$ cat config.mk
export PLATFORM = sky130hd
export DESIGN_NAME = hazard_ctrl
export DESIGN_NICKNAME = d
export VERILOG_FILES = /design/src/rtl/hazard_pkg.sv /design/src/rtl/hazard_ctrl_md_busy_tracker.sv /design/src/rtl/hazard_ctrl.sv
export SDC_FILE = /design/constraint.sdc
export NUM_CORES = 1
export LEC_CHECK = 0
export BUFFER_PORTS_ARGS = -buffer_cell sky130_fd_sc_hd__buf_2
export CORE_MARGIN = 2
export CORE_UTILIZATION = 48
export CTS_CLUSTER_SIZE = 40
export DETAILED_ROUTE_END_ITERATION = 16
export GPL_TIMING_DRIVEN = 0
export PLACE_DENSITY = 0.85
export SETUP_SLACK_MARGIN = 0.05
export SLEW_MARGIN = 20
export SYNTH_ARGS = -nofsm -noshare
export SYNTH_HDL_FRONTEND = slang
export SYNTH_HIERARCHICAL = 1
export SYNTH_SLANG_ARGS = --single-unit
$ cat constraint.sdc
create_clock -name clk -period 2.47 [get_ports clk]
set_clock_uncertainty 0.1 [all_clocks]
set_input_delay 0.1235 -clock clk [delete_from_list [all_inputs] [get_ports clk]]
set_output_delay 0.1235 -clock clk [all_outputs]
set_load 0.01 [all_outputs]
$ cat src/rtl/hazard_pkg.sv
// Shared constants and the forwarding-priority helper for the hazard unit.
// Stage arrays are padded to MAX_STAGES x MAX_AW so one helper serves every parameterisation.
package hazard_pkg;

    localparam int unsigned SEL_RF          = 0;
    localparam int          MUL_LAT_DEFAULT = 2;
    localparam int          DIV_LAT_DEFAULT = 32;
    localparam int          MAX_STAGES      = 8;
    localparam int          MAX_AW          = 8;

    typedef logic [MAX_AW-1:0]                   reg_idx_t;
    typedef logic [MAX_STAGES-1:0][MAX_AW-1:0]   stage_rd_t;

    // Stage 0 is never a forwarding source; the lowest eligible match is the youngest producer.
    function automatic int unsigned lowest_match(
        input reg_idx_t                src,
        input logic [MAX_STAGES-1:0]   eligible,
        input stage_rd_t               rd
    );
        int unsigned sel;
        sel = SEL_RF;
        if (src != '0) begin
            for (int unsigned k = MAX_STAGES - 1; k >= 1; k--) begin
                if (eligible[k] && rd[k] == src) begin
                    sel = k;
                end
            end
        end
        return sel;
    endfunction

endpackage

$ cat src/rtl/hazard_ctrl_md_busy_tracker.sv
// HI/LO busy tracker: counts down the mul/div latency and pulses md_cancel when a
// flush kills an in-flight or just-issued mul/div.
module md_busy_tracker
    import hazard_pkg::*;
#(
    parameter int MUL_LAT = MUL_LAT_DEFAULT,
    parameter int DIV_LAT = DIV_LAT_DEFAULT
) (
    input  logic clk,
    input  logic resetn,
    input  logic flush,
    input  logic ex_md_start,
    input  logic ex_md_is_div,
    output logic md_busy,
    output logic md_cancel
);

    localparam int CW = $clog2(DIV_LAT + 1);

    logic [CW-1:0] count;

    // Flush beats a same-cycle start because the issuing instruction is being killed.
    always_ff @(posedge clk) begin
        if (!resetn) begin
            count <= '0;
        end else if (flush) begin
            count <= '0;
        end else if (ex_md_start) begin
            count <= ex_md_is_div ? CW'(DIV_LAT) : CW'(MUL_LAT);
        end else if (count != '0) begin
            count <= count - CW'(1);
        end
    end

    always_ff @(posedge clk) begin
        if (!resetn) begin
            md_cancel <= 1'b0;
        end else begin
            md_cancel <= flush && ((count != '0) || ex_md_start);
        end
    end

    assign md_busy = (count != '0);

endmodule

$ cat src/rtl/hazard_ctrl.sv
// Unified hazard unit: operand forwarding selects, load/branch/HI-LO interlocks and front-end enables.
// Optional per-cause stall counters are built when HAZARD_PERF_EN is defined; NSTAGE <= 8, AW <= 8.
module hazard_ctrl
    import hazard_pkg::*;
#(
    parameter int AW      = 5,
    parameter int NSTAGE  = 3,
    parameter int SELW    = $clog2(NSTAGE),
    parameter int MUL_LAT = MUL_LAT_DEFAULT,
    parameter int DIV_LAT = DIV_LAT_DEFAULT
) (
    input  logic                 clk,
    input  logic                 resetn,
    input  logic [AW-1:0]        id_rs,
    input  logic [AW-1:0]        id_rt,
    input  logic                 id_use_rs,
    input  logic                 id_use_rt,
    input  logic                 id_is_branch,
    input  logic                 id_rd_hilo,
    input  logic                 id_is_md,
    input  logic [AW-1:0]        ex_rs,
    input  logic [AW-1:0]        ex_rt,
    input  logic                 ex_md_start,
    input  logic                 ex_md_is_div,
    input  logic [NSTAGE-1:0]    stg_wr,
    input  logic [NSTAGE*AW-1:0] stg_rd,
    input  logic [NSTAGE-1:0]    stg_late,
    input  logic                 flush,
    output logic [SELW-1:0]      ex_rs_sel,
    output logic [SELW-1:0]      ex_rt_sel,
    output logic [SELW-1:0]      id_rs_sel,
    output logic [SELW-1:0]      id_rt_sel,
    output logic                 pc_wr,
    output logic                 if_id_wr,
    output logic                 inst_sram_en,
    output logic                 id_ex_bubble,
    output logic                 md_busy,
    output logic                 md_cancel
`ifdef HAZARD_PERF_EN
    ,
    output logic [31:0]          perf_stall_ld,
    output logic [31:0]          perf_stall_br,
    output logic [31:0]          perf_stall_md
`endif
);

    stage_rd_t             rd_ext;
    logic [MAX_STAGES-1:0] ex_elig;
    logic [MAX_STAGES-1:0] id_elig;
    logic [NSTAGE-1:0]     hit_id;
    logic                  stall_a;
    logic                  stall_b;
    logic                  stall_c;
    logic                  stall_d;
    logic                  stall;

    // hit_id[k]: stage k writes a nonzero register that the ID instruction really reads.
    always_comb begin
        rd_ext  = '0;
        ex_elig = '0;
        id_elig = '0;
        hit_id  = '0;
        for (int k = 0; k < NSTAGE; k++) begin
            rd_ext[k]  = MAX_AW'(stg_rd[k*AW +: AW]);
            ex_elig[k] = stg_wr[k];
            id_elig[k] = stg_wr[k] & ~stg_late[k];
            hit_id[k]  = stg_wr[k] && (stg_rd[k*AW +: AW] != '0) &&
                         ((id_use_rs && stg_rd[k*AW +: AW] == id_rs) ||
                          (id_use_rt && stg_rd[k*AW +: AW] == id_rt));
        end
    end

    assign ex_rs_sel = SELW'(lowest_match(MAX_AW'(ex_rs), ex_elig, rd_ext));
    assign ex_rt_sel = SELW'(lowest_match(MAX_AW'(ex_rt), ex_elig, rd_ext));
    assign id_rs_sel = SELW'(lowest_match(MAX_AW'(id_rs), id_elig, rd_ext));
    assign id_rt_sel = SELW'(lowest_match(MAX_AW'(id_rt), id_elig, rd_ext));

    always_comb begin
        stall_a = stg_late[0] & hit_id[0];
        stall_b = id_is_branch & hit_id[0];
        stall_c = 1'b0;
        for (int k = 1; k < NSTAGE; k++) begin
            stall_c = stall_c | (id_is_branch & stg_late[k] & hit_id[k]);
        end
        stall_d = md_busy & (id_rd_hilo | id_is_md);
        stall   = stall_a | stall_b | stall_c | stall_d;
    end

    // Reset holds the front end; a flush must always let the redirect through.
    always_comb begin
        pc_wr        = 1'b1;
        if_id_wr     = 1'b1;
        inst_sram_en = 1'b1;
        id_ex_bubble = 1'b0;
        if (!resetn) begin
            pc_wr        = 1'b0;
            if_id_wr     = 1'b0;
            inst_sram_en = 1'b0;
            id_ex_bubble = 1'b1;
        end else if (flush) begin
            pc_wr        = 1'b1;
            if_id_wr     = 1'b1;
            inst_sram_en = 1'b1;
            id_ex_bubble = 1'b0;
        end else if (stall) begin
            pc_wr        = 1'b0;
            if_id_wr     = 1'b0;
            inst_sram_en = 1'b0;
            id_ex_bubble = 1'b1;
        end
    end

    md_busy_tracker #(
        .MUL_LAT (MUL_LAT),
        .DIV_LAT (DIV_LAT)
    ) u_md_busy_tracker (
        .clk          (clk),
        .resetn       (resetn),
        .flush        (flush),
        .ex_md_start  (ex_md_start),
        .ex_md_is_div (ex_md_is_div),
        .md_busy      (md_busy),
        .md_cancel    (md_cancel)
    );

`ifdef HAZARD_PERF_EN
    // A branch stall is only billed to the branch counter when no load-type cause is present.
    always_ff @(posedge clk) begin
        if (!resetn) begin
            perf_stall_ld <= '0;
            perf_stall_br <= '0;
            perf_stall_md <= '0;
        end else if (!flush) begin
            if (stall_a || stall_c) begin
                perf_stall_ld <= perf_stall_ld + 32'd1;
            end
            if (stall_b && !stall_a && !stall_c) begin
                perf_stall_br <= perf_stall_br + 32'd1;
            end
            if (stall_d) begin
                perf_stall_md <= perf_stall_md + 32'd1;
            end
        end
    end
`endif

endmodule
==> out/qor.txt <==
FINISH
----------------------------------------------------------------------------------
Area used by multi-input combinational logic ........................    990 sq um
Area of all sequential standard cells ...............................    140 sq um
Area grow syn2layout ................................................        28.6%
Antenna diode count .................................................            0
Layout cell share with drive strength beyond 1 ......................        31.1%
Number of filler cells placed in the layout .........................          239
Number of nets in the layout ........................................          273
Final standard cell area without fillers ............................   1530 sq um

CLOCKING
----------------------------------------------------------------------------------
Total clock buffers created by CTS ..................................            3
Clock Sinks .........................................................            7
Clock latency reported for the late side of the worst-skew pair .....      0.25 ns
CTS clk-pin slew, worst paths .......................................      0.05 ns
Number of levels in the clock H-tree ................................            1
Master cell of the clock root buffer ................................     clkbuf_4
Bufs on Longest Clock Path ..........................................            2
TritonCTS clock tree ................................................        built

POWER
----------------------------------------------------------------------------------
Power density of the placed cells ...................................  313 nW/um^2
Total power consumption of the routed design ........................     0.481 mW
Portion of total power attributed to combinational logic ............        53.1%
Flop pwr share ......................................................        25.6%
Switching portion of total power ....................................        37.4%
Maximum VDD drop ....................................................     0.431 mV
Sw Pwr ..............................................................     0.180 mW
Leak pwr ............................................................     0.714 nW
Portion of total power attributed to the clock network ..............        21.3%
Cell-internal power .................................................     0.301 mW

SYNTH
----------------------------------------------------------------------------------
Register bit count reported by yosys ................................            7
Distinct cells, synth ...............................................           38
Sequential-to-total area share from yosys stat ......................        11.8%
Number of nets in the synthesized netlist ...........................          214
Top cells by area, synth ............................................ xor2_1, dfxtp_1, xnor2_1, nand3_1, nor2_1
Fraction of synthesized cell area taken by the top area cell type ...        30.1%
Syn Area/Cell .......................................................   7.41 sq um
Count of mapped cells out of synthesis ..............................          161
Warning count from the yosys run ....................................            6
Netlist area before placement .......................................   1190 sq um
Post-synthesis cell type with the largest combined area .............       xor2_1

GLOBAL ROUTING
----------------------------------------------------------------------------------
Number of antenna violations at the first check in global routing ...            0
Vias in the first global route ......................................        1,216
Largest net degree at the start of global routing ...................            8
Aggregate global-route resource usage ...............................        23.1%
First-pass GRT wire length ..........................................      4950 um
Global-route congestion overflow total ..............................            0

DETAILED ROUTING
----------------------------------------------------------------------------------
Average detailed-routed wire length per instance ....................      12.6 um
Total DRC errors in the routed layout ...............................            0
Mean number of vias per cell ........................................         5.33
Uppermost layer routed ..............................................         met4
Routed wire length on met3 ..........................................       186 um
Total number of vias ................................................        1,327
Starting DRT DRC Count ..............................................           30
DRT Pass-1 Iters ....................................................            4
Total routed wire length on the met1 layer ..........................      1350 um
Routed wire length on met2 ..........................................      1570 um
Remaining number of nets flagged by the antenna check after routing .            0
Final routed wirelength across all metal layers .....................      3140 um

PLACED DESIGN
----------------------------------------------------------------------------------
Placed inst area ....................................................   1500 sq um
Final HPWL DP .......................................................      2620 um
Final Wtd Congestion ................................................        0.865
Number of buffer cells added on primary ports .......................           54
Setup WS pre-CTS ....................................................     0.312 ns

SETUP PATH
----------------------------------------------------------------------------------
Critical Path RT ....................................................      2.25 ns
Endpoint class of the critical path ................................. primary output
Critical path's top delay family .................................... simple AND/OR/NAND/NOR gates
Critical path startpoint category ...................................     register
Highest fanout seen on the critical path ............................            7
Cell type of the slowest stage on the worst timing path .............      dfxtp_1
Critical path buffers and inverters .................................            3
Classification of the worst setup path ..............................   reg -> out
Cell-by-cell listing of the critical path ........................... inv_1 -> ha_1 -> nor3b_2 -> nand2_2 -> o21ai_0 -> nand2_1 -> o41ai_2 -> buf_4 -> buf_2
Slowest cell delay on critical path .................................      0.33 ns
Worst path arrival time .............................................      1.95 ns

OUTCOME
----------------------------------------------------------------------------------
Status ..............................................................    completed

STA
----------------------------------------------------------------------------------
Max Clock Freq ......................................................      460 MHz
Number of pins with negative max-slew slack in the final report .....            0
Post-route fraction of the period consumed by the critical path .....        88.0%
Post-route setup slack ..............................................     0.297 ns
Accumulated negative setup slack ....................................         0 ns
Unrepaired setup endpoints after global routing .....................           no
Slew margin rel. ....................................................        76.3%
Final Hold Fails ....................................................            0
Time the worst path needs with I/O delays and setup .................      2.17 ns
Slew at the pin closest to its max-slew limit .......................     0.355 ns
Number of endpoints failing setup at the final stage ................            0

DIE
----------------------------------------------------------------------------------
Initial standard-cell utilization of the core .......................        49.5%
Core box area .......................................................   2410 sq um
Chip width ..........................................................      53.8 um
Area of the die .....................................................   2900 sq um
Count of boundary I/O pins ..........................................           65
Die height ..........................................................      53.8 um
Number of rows in the core area .....................................           18

FLOW RUN
----------------------------------------------------------------------------------
Max-capacitance violation count .....................................            0

MIN PATH
----------------------------------------------------------------------------------
Worst min path class ................................................    in -> reg

## registers in the layout, indices dropped and copies added (netlist names)
register	cells
u_md_busy_tracker/count	6
u_md_busy_tracker/md_cancel	1
## worst register-to-register path, stage by stage (launching register included)
cell     delay [ns]
dfxtp_1        0.38
inv_1          0.08
ha_1           0.20
nor3b_2        0.16
nand2_2        0.14
mux2_4         0.32
o22ai_2        0.10
## power by group through the flow
stage | registers, mW | logic (mW) | clock network (mW)
finish | 0.123 | 0.255 | 0.102
global route | 0.123 | 0.282 | 0.114
CTS | 0.123 | 0.254 | 0.108
detailed placement | 0.125 | 0.252 | 0
global placement | 0.125 | 0.249 | 0
floorplan | 0.125 | 0.160 | 0
## cell families after synthesis
family / after synthesis / synth area share, %
multiplexers: 1 / 1.26
buffers and inverters: 14 / 5.88
flip-flops: 7 / 11.8
AO/OA/AOI/OAI: 16 / 10.1
adder cells (fa/ha/maj): 2 / 2.10
AND/OR/NAND/NOR: 69 / 30.7
XOR/XNOR: 52 / 38.2
## worst paths after layout
| kind | end | start | slack, ns | cells past startpoint |
|---|---|---|---|---|
| max | inst_sram_en | u_md_busy_tracker/count[1] | 0.30 | 9 |
| min | u_md_busy_tracker/md_cancel | flush | 0.02 | 2 |
| max reg2reg | u_md_busy_tracker/count[1] | u_md_busy_tracker/count[0] | 0.92 | 6 |
| min reg2reg | u_md_busy_tracker/count[2] | u_md_busy_tracker/count[2] | 0.40 | 2 |
## timing repair
| item | in CTS | in global routing |
|---|---|---|
| gates resized for setup | 0 | 1 |
| setup endpoints to repair | 0 | 2 |
| hold buffers | 0 | 0 |
| buffers inserted | 0 | 0 |
## metrics by stage
step | hold slack [ns] | instances | util, %
floorplan | 0.157 | 161 | -
global placement | 0.278 | 245 | 62.3
detailed placement | 0.280 | 245 | 62.3
CTS | 0.0128 | 249 | 63.3
global route | 0.0219 | 249 | 63.7
finish | 0.0186 | 249 | 63.7
## routing by layer
layer  up-vias  global-route usage, %
li1        672                      -
met1       606                   26.0
met2        45                   42.1
met3         4                   3.06
met4         0                   11.5
met5         -                      0
## final cells by class
class	instances	area share, %
flip-flops and latches	7	9.14
plain buffers	12	4.08
repair buffers	54	17.6
inverters	2	0.489
well taps	30	2.45
multi-input cells	140	64.5
clock buffers	4	1.71
## synth_stat cells
cell and instances:
a211oi_1 1, a21oi_1 5, and3_1 1, and4_1 1, buf_1 1, buf_2 2
buf_4 2, buf_6 1, clkbuf_1 6, dfxtp_1 7, ha_1 2, inv_1 2
mux2_4 1, nand2_1 7, nand2_2 1, nand2b_1 5, nand3_1 12, nand3b_1 1
nand4_1 1, nor2_1 16, nor2b_1 1, nor3_1 9, nor3b_2 1, nor4_1 4
o2111ai_1 2, o211a_1 1, o21a_1 1, o21ai_0 1, o221ai_1 1, o22ai_1 1
o22ai_2 1, o41a_1 1, o41ai_1 1, or2_2 1, or3_1 1, or4_1 7
xnor2_1 11, xor2_1 41
## cells in the final DEF, fill, tap and decap left out, types with 3 or more instances in the layout
cell      instances
xnor2_1          11
or4_1             7
clkbuf_4          3
nand3_1          12
buf_2            56
nand2b_1          5
clkbuf_1          7
nand2_1           7
nor3_1            9
dfxtp_1           7
nor4_1            4
nor2_1           16
a21oi_1           5
xor2_1           41
No activity file was read; power rests on OpenSTA's default activity.
